File: config.mk
export PLATFORM = sky130hd
export DESIGN_NAME = mem_bus_arbiter
export DESIGN_NICKNAME = d
export VERILOG_FILES = /design/src/rtl/mem_bus_arbiter.sv
export SDC_FILE = /design/constraint.sdc
export NUM_CORES = 1
export LEC_CHECK = 0
export BUFFER_PORTS_ARGS = -buffer_cell sky130_fd_sc_hd__buf_2
export CAP_MARGIN = 20
export CORE_AREA = 2 2 121 123
export DETAILED_ROUTE_END_ITERATION = 8
export DIE_AREA = 0 0 123 125
export GPL_TIMING_DRIVEN = 0
export SKIP_CTS_REPAIR_TIMING = 1
export SYNTH_ARGS = -nofsm -noshare
export SYNTH_HDL_FRONTEND = slang
export SYNTH_SLANG_ARGS = --single-unit
File: constraint.sdc
create_clock -name clk -period 4.4 [get_ports clk]
set_clock_uncertainty 0.15 [all_clocks]
set_input_delay 0.44 -clock clk [delete_from_list [all_inputs] [get_ports clk]]
set_output_delay 0.44 -clock clk [all_outputs]
set_load 0.1 [all_outputs]
File: src/rtl/mem_bus_arbiter.sv
// Two-port arbiter for the native memory bus: core (port 0) and debug/DMA (port 1), round-robin.
// Latency: one arbitration cycle from mx_valid to mem_valid; request/response paths are combinational once granted.
// Backpressure: grant held until mem_ready, master drop, or watchdog timeout; the losing port sees ready=0.
module mem_bus_arbiter #(
  parameter int          TIMEOUT_CYCLES = 64,
  parameter logic [31:0] ERR_RDATA      = 32'hDEAD_BEEF,
  parameter int          CNT_W          = 7
) (
  input  logic        clk,
  input  logic        resetn,
  // port 0: minrv32 core
  input  logic        m0_valid,
  input  logic        m0_instr,
  input  logic [31:0] m0_addr,
  input  logic [31:0] m0_wdata,
  input  logic [3:0]  m0_wstrb,
  output logic        m0_ready,
  output logic [31:0] m0_rdata,
  // port 1: debug / DMA master
  input  logic        m1_valid,
  input  logic [31:0] m1_addr,
  input  logic [31:0] m1_wdata,
  input  logic [3:0]  m1_wstrb,
  output logic        m1_ready,
  output logic [31:0] m1_rdata,
  // shared memory bus
  output logic        mem_valid,
  output logic        mem_instr,
  output logic [31:0] mem_addr,
  output logic [31:0] mem_wdata,
  output logic [3:0]  mem_wstrb,
  input  logic        mem_ready,
  input  logic [31:0] mem_rdata,
  output logic        bus_timeout
);

  typedef enum logic [1:0] {
    ST_IDLE = 2'd0,
    ST_GNT0 = 2'd1,
    ST_GNT1 = 2'd2
  } state_t;

  // Watchdog value seen on the last stalled cycle before forced completion.
  localparam logic [CNT_W-1:0] WDOG_LAST = CNT_W'(TIMEOUT_CYCLES - 1);

  state_t           r_state;
  logic             r_last_grant;
  logic [CNT_W-1:0] r_wdog;
  logic             r_bus_timeout;

  logic             w_gnt0;
  logic             w_gnt1;
  logic             w_mem_valid;
  logic             w_done;
  logic             w_timeout_hit;
  logic             w_complete;
  logic [31:0]      w_resp_rdata;

  assign w_gnt0 = (r_state == ST_GNT0);
  assign w_gnt1 = (r_state == ST_GNT1);

  // Request path: forward the granted port's fields, zeros when nobody owns the bus.
  always_comb begin
    w_mem_valid = 1'b0;
    mem_instr   = 1'b0;
    mem_addr    = 32'h0;
    mem_wdata   = 32'h0;
    mem_wstrb   = 4'h0;
    if (w_gnt0) begin
      w_mem_valid = m0_valid;
      mem_instr   = m0_instr;
      mem_addr    = m0_addr;
      mem_wdata   = m0_wdata;
      mem_wstrb   = m0_wstrb;
    end else if (w_gnt1) begin
      w_mem_valid = m1_valid;
      mem_addr    = m1_addr;
      mem_wdata   = m1_wdata;
      mem_wstrb   = m1_wstrb;
    end
  end

  assign mem_valid = w_mem_valid;

  // A real mem_ready on the last watchdog cycle takes precedence over the forced error.
  assign w_done        = w_mem_valid && mem_ready;
  assign w_timeout_hit = w_mem_valid && !mem_ready && (r_wdog == WDOG_LAST);
  assign w_complete    = w_done || w_timeout_hit;
  assign w_resp_rdata  = w_timeout_hit ? ERR_RDATA : mem_rdata;

  // Response path: only the granted port sees ready/rdata.
  always_comb begin
    m0_ready = 1'b0;
    m0_rdata = 32'h0;
    m1_ready = 1'b0;
    m1_rdata = 32'h0;
    if (w_gnt0) begin
      m0_ready = w_complete;
      m0_rdata = w_resp_rdata;
    end else if (w_gnt1) begin
      m1_ready = w_complete;
      m1_rdata = w_resp_rdata;
    end
  end

  assign bus_timeout = r_bus_timeout;

  // Arbitration FSM, grant history, watchdog and sticky timeout flag.
  always_ff @(posedge clk or negedge resetn) begin
    if (!resetn) begin
      r_state       <= ST_IDLE;
      r_last_grant  <= 1'b1;
      r_wdog        <= '0;
      r_bus_timeout <= 1'b0;
    end else begin
      case (r_state)
        ST_IDLE: begin
          r_wdog <= '0;
          if (m0_valid && m1_valid) begin
            // Tie goes to the port that did not win last time.
            if (r_last_grant) begin
              r_state      <= ST_GNT0;
              r_last_grant <= 1'b0;
            end else begin
              r_state      <= ST_GNT1;
              r_last_grant <= 1'b1;
            end
          end else if (m0_valid) begin
            r_state      <= ST_GNT0;
            r_last_grant <= 1'b0;
          end else if (m1_valid) begin
            r_state      <= ST_GNT1;
            r_last_grant <= 1'b1;
          end
        end
        ST_GNT0, ST_GNT1: begin
          if (!w_mem_valid) begin
            // Master withdrew its request: release the bus silently.
            r_state <= ST_IDLE;
            r_wdog  <= '0;
          end else if (w_complete) begin
            r_state <= ST_IDLE;
            r_wdog  <= '0;
            if (w_timeout_hit) begin
              r_bus_timeout <= 1'b1;
            end
          end else begin
            r_wdog <= r_wdog + CNT_W'(1);
          end
        end
        default: begin
          r_state <= ST_IDLE;
          r_wdog  <= '0;
        end
      endcase
    end
  end

endmodule

==> metrics.md <==
| Metric | Value |
|---|---|
| Clock Root Buffer | clkbuf_16 |
| Status | finished, final reports clean |
| Placer congestion estimate | 0.747 |
| Initial antenna violation count | 0 |
| Slew margin rel. | 47.8% |
| Critical path arrival | 3.17 ns |
| Fin crit period | 3.76 ns |
| Yosys synthesis warning count | 0 |
| Buffers added on ports | 310 |
| Synth Register Bits | 11 |
| Commonest cells after routing, fill and taps aside | 313 x buf_2, 69 x a22o_1, 60 x nor2_1, 26 x nor2b_1, 18 x clkbuf_1 |
| WL/cell | 14.4 µm |
| CORE AREA | 14200 µm² |
| GRT Total Usage | 12.1% |
| DR vias | 3002 |
| CP required | 3.81 ns |
| Initial Util | 12.3% |
| Fillcell total | 1593 |
| First-pass GRT wire length | 14500 µm |
| FF-to-FF setup slack | 1.93 ns |
| Area growth, synth to finish | 107% |
| Most common cell after layout, fill and taps aside | buf_2 |
| Crit path buf inv count | 4 |
| Synth cell types | 26 |
| Setup violators final | 0 |
| Slowest cell on crit path | clkbuf_1 |
| Pre-Repair DR Iteration Count | 4 |
| Crit-path most repeated cell | clkbuf_1 |
| Clock Sinks | 11 |
| Setup TNS | 0 ns |
| HPWL after DPL | 9240 µm |
| Die height | 125 µm |
| Inserted Diodes | 0 |
| H-tree depth | 1 |
| DRT iter0 DRCs | 157 |
| CP endpoint kind | output port |
| Part of the Yosys area used for sequential elements | 15.8% |
| Final Hold Viols | 0 |
| Syn avg cell area | 7.10 µm² |
| Hold/Removal Path Class | reg -> reg |
| Placement Rows | 44 |
| Clock buffer depth | 2 |
| DRC viols | 0 |
| Post-Route WL | 10700 µm |
| Final Cycle Share | 85.5% |
| Post-Syn Area | 1750 µm² |
| Post-Syn Instances | 246 |
| CTS tree | done |
| Die Area | 15400 µm² |
| Worst skew pair latency | 0.24 ns |
| Reg clk slew, reported paths | 0.04 ns |
| Vias in the first global route | 2667 |
| Die W | 123 µm |
| Post-Syn Nets | 424 |
| Cell Chain, Critical Path | inv_1 -> ha_1 -> nor2b_1 -> clkbuf_1 -> clkbuf_1 -> a22o_1 -> buf_2 |
| Max Cap Viol | 0 |
| Hold_ws | 0.300 ns |
| Largest net degree at the start of global routing | 12 |
| Number of I/O pins | 311 |
| Crit path largest cell delay | 0.52 ns |
| RSZ-0062 raised after global routing | false |
| CP startpoint kind | register |
| F_max | 266 MHz |
| Crit Path Max Fanout | 10 |
| Number of buffers created by CTS | 3 |
| Share of cells above drive strength 1 | 57.2% |
| # nets final | 740 |
| Post-route ant nets | 0 |
| Tightest Pin Transition | 0.784 ns |
| WS Path Type | reg -> out |
| Max-slew violation count | 0 |
| Kind of cell adding the most delay to the critical path | buffers and inverters |
| Total grt overflow | 0 |
| DR vias/cell | 4.03 |
==> through the flow <==
| step | setup WS, ns | utilization, % | instance area (µm²) | std cells |
|---|---|---|---|---|
| final | 0.636 | 25.5 | 3620 | 745 |
| after global routing | 0.404 | 25.5 | 3620 | 745 |
| after CTS | 0.620 | 25.4 | 3610 | 744 |
| after detailed placement | 0.883 | 24.8 | 3530 | 740 |
| after global placement | 0.879 | 24.8 | 3530 | 740 |
| after floorplan | 0.748 | - | 1750 | 246 |
==> final timing paths <==
path	cells past startpoint	from	endpoint
setup / recovery	7	r_state[0]	mem_wdata[10]
hold / removal	1	bus_timeout	bus_timeout
setup reg to reg	7	r_state[1]	bus_timeout
hold reg to reg	1	bus_timeout	bus_timeout
max in group asynchronous	2	resetn	r_last_grant
min in group asynchronous	2	resetn	r_wdog[3]
==> final cells by class <==
cell class,instances,area [µm²],share of cell area [%]
Clock buffer,3,75.1,2.08
Clock inverter,1,5.00,0.138
Sequential cell,11,277,7.64
Tap cell,184,230,6.36
Inverter,6,22.5,0.623
Multi-Input combinational cell,205,1350,37.4
Buffer,24,93.8,2.59
Timing Repair Buffer,311,1560,43.2
==> layer usage <==
metal,GRT usage [%],vias up,wire length (µm)
li1,-,1507,-
met1,15.6,1352,4640
met2,21.5,138,5200
met3,1.82,5,834
met4,2.21,0,58
met5,0,-,0
==> Yosys cell counts, drive strengths merged <==
library cell,n,area [µm²]
a22o,69,604
nor2,60,225
nor2b,26,163
clkbuf,18,67.6
and2,17,106
dfrtp,10,250
nand2,8,30.0
buf,6,26.3
inv,6,22.5
ha,4,50.1
nand3,3,15.0
o21ai,3,15.0
xor2,3,26.3
a21oi,2,10.0
nand3b,2,27.5
a2111oi,1,27.5
a211o,1,8.76
a21o,1,7.51
and3,1,6.26
dfstp,1,26.3
nand2b,1,6.26
o32ai,1,8.76
or2,1,6.26
xnor2,1,8.76
==> worst reg2reg max path, cell delays in order (launching register included) <==
cell	delay [ns]
dfrtp_1	0.36
inv_1	0.07
ha_1	0.17
buf_2	0.18
nand3b_4	0.21
a2111oi_4	0.78
buf_2	0.36
a21o_1	0.14
==> state kept, by name, summed over array words and instances, names as in the netlist <==
signal / flops
r_state: 2
r_last_grant: 1
bus_timeout: 1
r_wdog: 7
==> logic make-up (layout without fill, tap and decap cells) <==
group                      count (synthesis)  in the layout  synth area share, %
buffers and inverters                     30            345                 6.67
and+or+nand+nor                          119            119                 33.5
adders and majority gates                  4              4                 2.87
AOI/OAI and AO/OA                         78             78                 39.1
xor gates and xnor gates                   4              4                 2.01
DFF                                       11             11                 15.8
Power is not shown: default switching activity piles up to over one toggle a cycle in this logic, so the estimate is an artifact.
